==> src/rtl/if_fetch_unit.sv <==
// rtl/if_fetch_unit.sv - MIPS instruction-fetch stage feeding the IF/ID register
//
// Owns the program counter and fetches from instruction memory over a
// req/ready handshake. Presents the fetched instruction with its PC and PC+4,
// honours hazard stalls and branch/jump redirects, and inserts bubbles while
// memory is slow.
//
// Ports:
//   clk, Reset          clock; synchronous active-high reset
//   stall               hazard unit: downstream cannot accept, hold outputs
//   redirect_valid/_pc  taken branch/jump and its target (low 2 bits ignored)
//   imem_req/_addr      fetch request and word-aligned address
//   imem_ready/_rdata   memory response for the current request
//   currentPC_out       PC of instr_out
//   nextPC_out          currentPC_out + PC_INC
//   instr_out           fetched instruction, 0 (NOP) on a bubble
//   instr_valid         instr_out is a real instruction
//   fetch_busy          1 while in FLUSH or HOLD
//
// Optional: define IF_PERF_COUNT_EN to add saturating counters
//   perf_fetch_cnt, perf_bubble_cnt, perf_redirect_cnt.

module if_fetch_unit #(
  parameter logic [31:0] RESET_PC = 32'h00000000,
  parameter int          PC_INC   = 4
) (
  input  logic        clk,
  input  logic        Reset,
  input  logic        stall,
  input  logic        redirect_valid,
  input  logic [31:0] redirect_pc,
  output logic        imem_req,
  output logic [31:0] imem_addr,
  input  logic        imem_ready,
  input  logic [31:0] imem_rdata,
  output logic [31:0] currentPC_out,
  output logic [31:0] nextPC_out,
  output logic [31:0] instr_out,
  output logic        instr_valid,
  output logic        fetch_busy
`ifdef IF_PERF_COUNT_EN
  ,
  output logic [31:0] perf_fetch_cnt,
  output logic [31:0] perf_bubble_cnt,
  output logic [31:0] perf_redirect_cnt
`endif
);

  localparam logic [31:0] PC_STEP = 32'(PC_INC);

  typedef enum logic [1:0] {
    FETCH = 2'd0,
    HOLD  = 2'd1,
    FLUSH = 2'd2
  } state_t;

  state_t      state, state_d;
  logic [31:0] pc, pc_d;
  logic [31:0] pend_pc, pend_pc_d;
  logic [31:0] hold_instr, hold_instr_d;
  logic [31:0] cur_pc_d, next_pc_d, instr_d;
  logic        valid_d;
  logic [31:0] redirect_tgt;

  // Targets are forced to a word boundary when loaded.
  assign redirect_tgt = {redirect_pc[31:2], 2'b00};

  // In FLUSH pc has not yet moved to the target, so pc is still the address
  // of the outstanding request and stays stable until ready.
  assign imem_req   = !Reset && (state == FETCH || state == FLUSH);
  assign imem_addr  = pc;
  assign fetch_busy = (state == HOLD) || (state == FLUSH);

  always_ff @(posedge clk) begin
    if (Reset) begin
      state         <= FETCH;
      pc            <= RESET_PC;
      pend_pc       <= 32'h0;
      hold_instr    <= 32'h0;
      currentPC_out <= 32'h0;
      nextPC_out    <= 32'h0;
      instr_out     <= 32'h0;
      instr_valid   <= 1'b0;
    end else begin
      state         <= state_d;
      pc            <= pc_d;
      pend_pc       <= pend_pc_d;
      hold_instr    <= hold_instr_d;
      currentPC_out <= cur_pc_d;
      nextPC_out    <= next_pc_d;
      instr_out     <= instr_d;
      instr_valid   <= valid_d;
    end
  end

  always_comb begin
    state_d      = state;
    pc_d         = pc;
    pend_pc_d    = pend_pc;
    hold_instr_d = hold_instr;
    cur_pc_d     = currentPC_out;
    next_pc_d    = nextPC_out;
    instr_d      = instr_out;
    valid_d      = instr_valid;

    case (state)
      FETCH: begin
        if (redirect_valid) begin
          // Flush outputs even under stall: the pending instruction is on the
          // wrong path.
          instr_d = 32'h0;
          valid_d = 1'b0;
          if (imem_ready) begin
            pc_d = redirect_tgt;
          end else begin
            pend_pc_d = redirect_tgt;
            state_d   = FLUSH;
          end
        end else if (imem_ready && !stall) begin
          instr_d   = imem_rdata;
          cur_pc_d  = pc;
          next_pc_d = pc + PC_STEP;
          valid_d   = 1'b1;
          pc_d      = pc + PC_STEP;
        end else if (imem_ready) begin
          hold_instr_d = imem_rdata;
          state_d      = HOLD;
        end else if (!stall) begin
          instr_d = 32'h0;
          valid_d = 1'b0;
        end
      end

      HOLD: begin
        if (redirect_valid) begin
          pc_d    = redirect_tgt;
          instr_d = 32'h0;
          valid_d = 1'b0;
          state_d = FETCH;
        end else if (!stall) begin
          instr_d   = hold_instr;
          cur_pc_d  = pc;
          next_pc_d = pc + PC_STEP;
          valid_d   = 1'b1;
          pc_d      = pc + PC_STEP;
          state_d   = FETCH;
        end
      end

      FLUSH: begin
        instr_d = 32'h0;
        valid_d = 1'b0;
        if (redirect_valid) begin
          pend_pc_d = redirect_tgt;
        end
        if (imem_ready) begin
          // A redirect arriving on the completing cycle is the newest target.
          pc_d    = redirect_valid ? redirect_tgt : pend_pc;
          state_d = FETCH;
        end
      end

      default: begin
        state_d = FETCH;
      end
    endcase
  end

`ifdef IF_PERF_COUNT_EN
  logic fetch_evt, bubble_evt, redirect_evt;

  // Mirrors the cases above in which instr_valid is reloaded.
  assign fetch_evt = !Reset && !redirect_valid && !stall &&
                     ((state == FETCH && imem_ready) || state == HOLD);
  assign bubble_evt = !Reset && !stall &&
                      ((state == FETCH && (redirect_valid || !imem_ready)) ||
                       (state == HOLD && redirect_valid) ||
                       (state == FLUSH));
  assign redirect_evt = !Reset && redirect_valid;

  always_ff @(posedge clk) begin
    if (Reset) begin
      perf_fetch_cnt    <= 32'h0;
      perf_bubble_cnt   <= 32'h0;
      perf_redirect_cnt <= 32'h0;
    end else begin
      if (fetch_evt && perf_fetch_cnt != 32'hFFFFFFFF)
        perf_fetch_cnt <= perf_fetch_cnt + 32'd1;
      if (bubble_evt && perf_bubble_cnt != 32'hFFFFFFFF)
        perf_bubble_cnt <= perf_bubble_cnt + 32'd1;
      if (redirect_evt && perf_redirect_cnt != 32'hFFFFFFFF)
        perf_redirect_cnt <= perf_redirect_cnt + 32'd1;
    end
  end
`endif

endmodule

==> config.mk <==
export PLATFORM = sky130hd
export DESIGN_NAME = if_fetch_unit
export DESIGN_NICKNAME = d
export VERILOG_FILES = /design/src/rtl/if_fetch_unit.sv
export SDC_FILE = /design/constraint.sdc
export NUM_CORES = 1
export LEC_CHECK = 0
export CAP_MARGIN = 10
export CORE_MARGIN = 2
export CORE_UTILIZATION = 50
export DETAILED_ROUTE_END_ITERATION = 10
export PLACE_DENSITY = 0.91
export SLEW_MARGIN = 10
export SYNTH_ARGS = -nofsm -noshare
export SYNTH_HDL_FRONTEND = slang
export SYNTH_SLANG_ARGS = --single-unit
==> constraint.sdc <==
create_clock -name clk -period 2.7 [get_ports clk]
set_input_delay 0.405 -clock clk [delete_from_list [all_inputs] [get_ports clk]]
set_output_delay 0.405 -clock clk [all_outputs]
set_load 0.05 [all_outputs]
==> summary.txt <==
Status
  – Status: completed

Yosys
  – Mux contribution to synthesized area: 1.17%
  – Synth Area in XOR/XNOR: 2.45%
  – Synth top area share: 45.0%
  – Most frequent cell after synthesis: nand2_1
  – Gate Count Post-Synth: 1091
  – Distinct cells, synth: 58
  – Yosys warnings: 0
  – Post-synth EDFFs: 0
  – Yosys reg bits: 193
  – Post-synth top flop: dfxtp_1
  – Area contributors post-synth: dfxtp_1, nand2_1, a21oi_1
  – Post-Syn Area per Cell: 7.86 um^2
  – Main combinational cell family by area after synthesis: compound AO/OA/AOI/OAI gates
  – Synthesized area: 8580 um^2
  – Synth Area in Adders: 0.729%
  – Yosys top cell by area: dfxtp_1
  – Synth Area in Simple Gates: 21.9%
  – Syn_nets: 1165
  – Sequential fraction of the synthesis area: 45.0%
  – Compound-Gate Fraction of Synth Area: 23.1%
  – Synth top cells by count: nand2_1, dfxtp_1, a21oi_1
  – Async set-or-reset flop fraction in the synthesized netlist: 0%

Final layout
  – Fillers: 1341
  – Diodes inserted: 0
  – # nets final: 1321
  – Finished Layout Cells: 1480
  – Layout cell share with drive strength beyond 1: 7.38%
  – Area grow syn2layout: 32.8%

Timing
  – Count of final hold-check violations: 0
  – Clock Skew: 0.00766 ns
  – Slew margin rel.: 53.7%
  – Maximum clock frequency: 396 MHz
  – Worst-Margin Slew: 0.692 ns
  – Final Max Tran Viols: 0
  – RSZ-0062 raised after global routing: false
  – Final Setup Violations: 0
  – Setup TNS: 0 ns
  – Post-layout min period: 2.53 ns
  – Fin crit share: 93.6%

Critical path
  – Maximum fanout along the worst path: 4
  – Max stage delay on crit path: 0.83 ns
  – CP endpoint kind: output port
  – Required time of the critical path: 2.30 ns
  – CP arrival: 2.12 ns
  – CP Class: reg2out
  – Slowest CP cell: clkdlybuf4s50_1
  – Critical Path, Cell by Cell: inv_1 -> ha_1 -> clkdlybuf4s50_1
  – Startpoint Class: register

Detailed routing
  – DRC: 0
  – Initial DRT Pass Iterations: 6
  – Drt total wl: 26000 um
  – Post-DR wirelength/cell: 17.6 um
  – Number of routed nets with antenna violations: 0
  – Vias per inst: 5.88
  – Total number of vias: 8707
  – DR iter-0 viols: 888

Power and ir drop
  – Total power draw: 7390 uW
  – Max VDD drop: 0.498 mV
  – Pwr dens: 648 nW/um^2
  – P_leak: 0.00404 uW

Global routing
  – First-pass GRT wire length: 41500 um
  – Vias in the first global route: 8071
  – Largest net degree at the start of global routing: 72
  – Gr usage total: 28.5%
  – Initial antenna violation count: 0
  – GR Overflow Total: 0

Floorplan
  – IO Pins: 200
  – Die Ht: 135 um
  – Die area: 18200 um^2
  – Core area: 16700 um^2
  – Rows: 47
  – Initial Util: 51.4%
  – Die Wd: 135 um

Clock tree
  – TritonCTS Sinks: 193
  – TritonCTS clock tree: done
  – H-tree depth: 4
  – Hold-fix buffers, CTS: 0
  – Root Buffer: clkbuf_16
  – Post-CTS Resized: 0
  – CTS buffer count: 17
  – Worst-case clock buffer depth: 2
  – Worst-path clk slew: 0.07 ns
  – Clock Latency Late Sink: 0.44 ns
  – Post-CTS Setup Bufs: 0

Placed design
  – Final GP Congestion: 0.948
  – IO buf count: 197
  – Post-DP HPWL: 17900 um
  – DP Cell Count: 1448

Hold path
  – Worst hold path class: in2reg

Job
  – Max-cap violations: 0
-- report_power, final --
| part | internal, uW | switching [uW] |
|---|---|---|
| Sequential | 3020 | 161 |
| Combinational | 594 | 1080 |
| Clock | 1400 | 1140 |
| Total | 5010 | 2380 |
-- critical path, delay by kind of cell (launching register included) --
family     cells  cell delay (ns)
flops          1             0.42
fa+ha+maj      1             0.35
buf+inv        2             0.93
-- stage by stage --
step	setup WS, ns	util (%)	hold WS, ns	area (um^2)
after floorplan	0.270	-	0.432	8580
after global placement	0.324	64.7	0.437	10800
after detailed placement	0.312	64.7	0.446	10800
after CTS	0.178	68.2	0.384	11400
after global routing	0.0846	68.2	0.428	11400
final	0.172	68.2	0.403	11400
-- flip-flops by register name (all words and copies together), names as in the netlist --
register / flops
currentPC_out: 32
state: 2
nextPC_out: 30
pend_pc: 32
imem_addr: 32
hold_instr: 32
instr_out: 32
instr_valid: 1
-- area by class of cell --
type	instances	area, um^2	area share (%)
Clock buffer	18	439	3.85
Clock inverter	14	150	1.32
Tap cell	220	275	2.42
Sequential cell	193	3860	33.9
Timing Repair Buffer	243	2370	20.8
Inverter	15	56.3	0.494
Multi-Input combinational cell	777	4240	37.2
-- cells by family (layout without fill, tap and decap cells) --
family          Yosys count  after routing
buf+inv                 121            290
mux                      10             10
simple gates            429            429
flops                   193            193
fa+ha+maj                 5              5
xor+xnor                 24             24
compound gates          309            309
-- cells in the final DEF (no fill, tap or decap), types with 4 or more instances in the layout --
master / synthesis / routed
o21ai_0: 21 / 21
xnor2_1: 11 / 11
o211ai_1: 8 / 8
inv_1: 15 / 15
and3_1: 17 / 17
a21oi_1: 134 / 134
a2bb2oi_1: 4 / 4
ha_1: 5 / 5
nor3_1: 9 / 8
mux2i_1: 10 / 10
inv_6: 0 / 5
buf_12: 0 / 4
clkbuf_16: 0 / 17
xor2_1: 13 / 13
a211oi_1: 65 / 65
nand4_1: 13 / 13
a22oi_1: 32 / 32
nand3_1: 16 / 16
o32ai_1: 4 / 4
nor2_1: 104 / 104
nor4_1: 7 / 7
and4_1: 5 / 5
dfxtp_1: 193 / 193
buf_4: 5 / 43
clkdlybuf4s50_1: 0 / 195
nand2_1: 238 / 238
or3_1: 4 / 4
-- final timing paths --
kind / start / to / slack, ns / cells past startpoint
min: Reset / imem_addr[0] / 0.40 / 2
max reg2reg: state[0] / imem_addr[23] / 0.30 / 7
max: state[0] / fetch_busy / 0.17 / 3
min reg2reg: hold_instr[27] / hold_instr[27] / 0.46 / 2
-- metal layers --
metal	part of all wire, %	vias up	track usage [%]
met5	0	-	0
met4	3.6	0	11.9
met3	8.1	67	5.67
met2	46	448	44.3
met1	42	4067	38.7
li1	-	4125	-
Power figures use the tool's default switching activity.
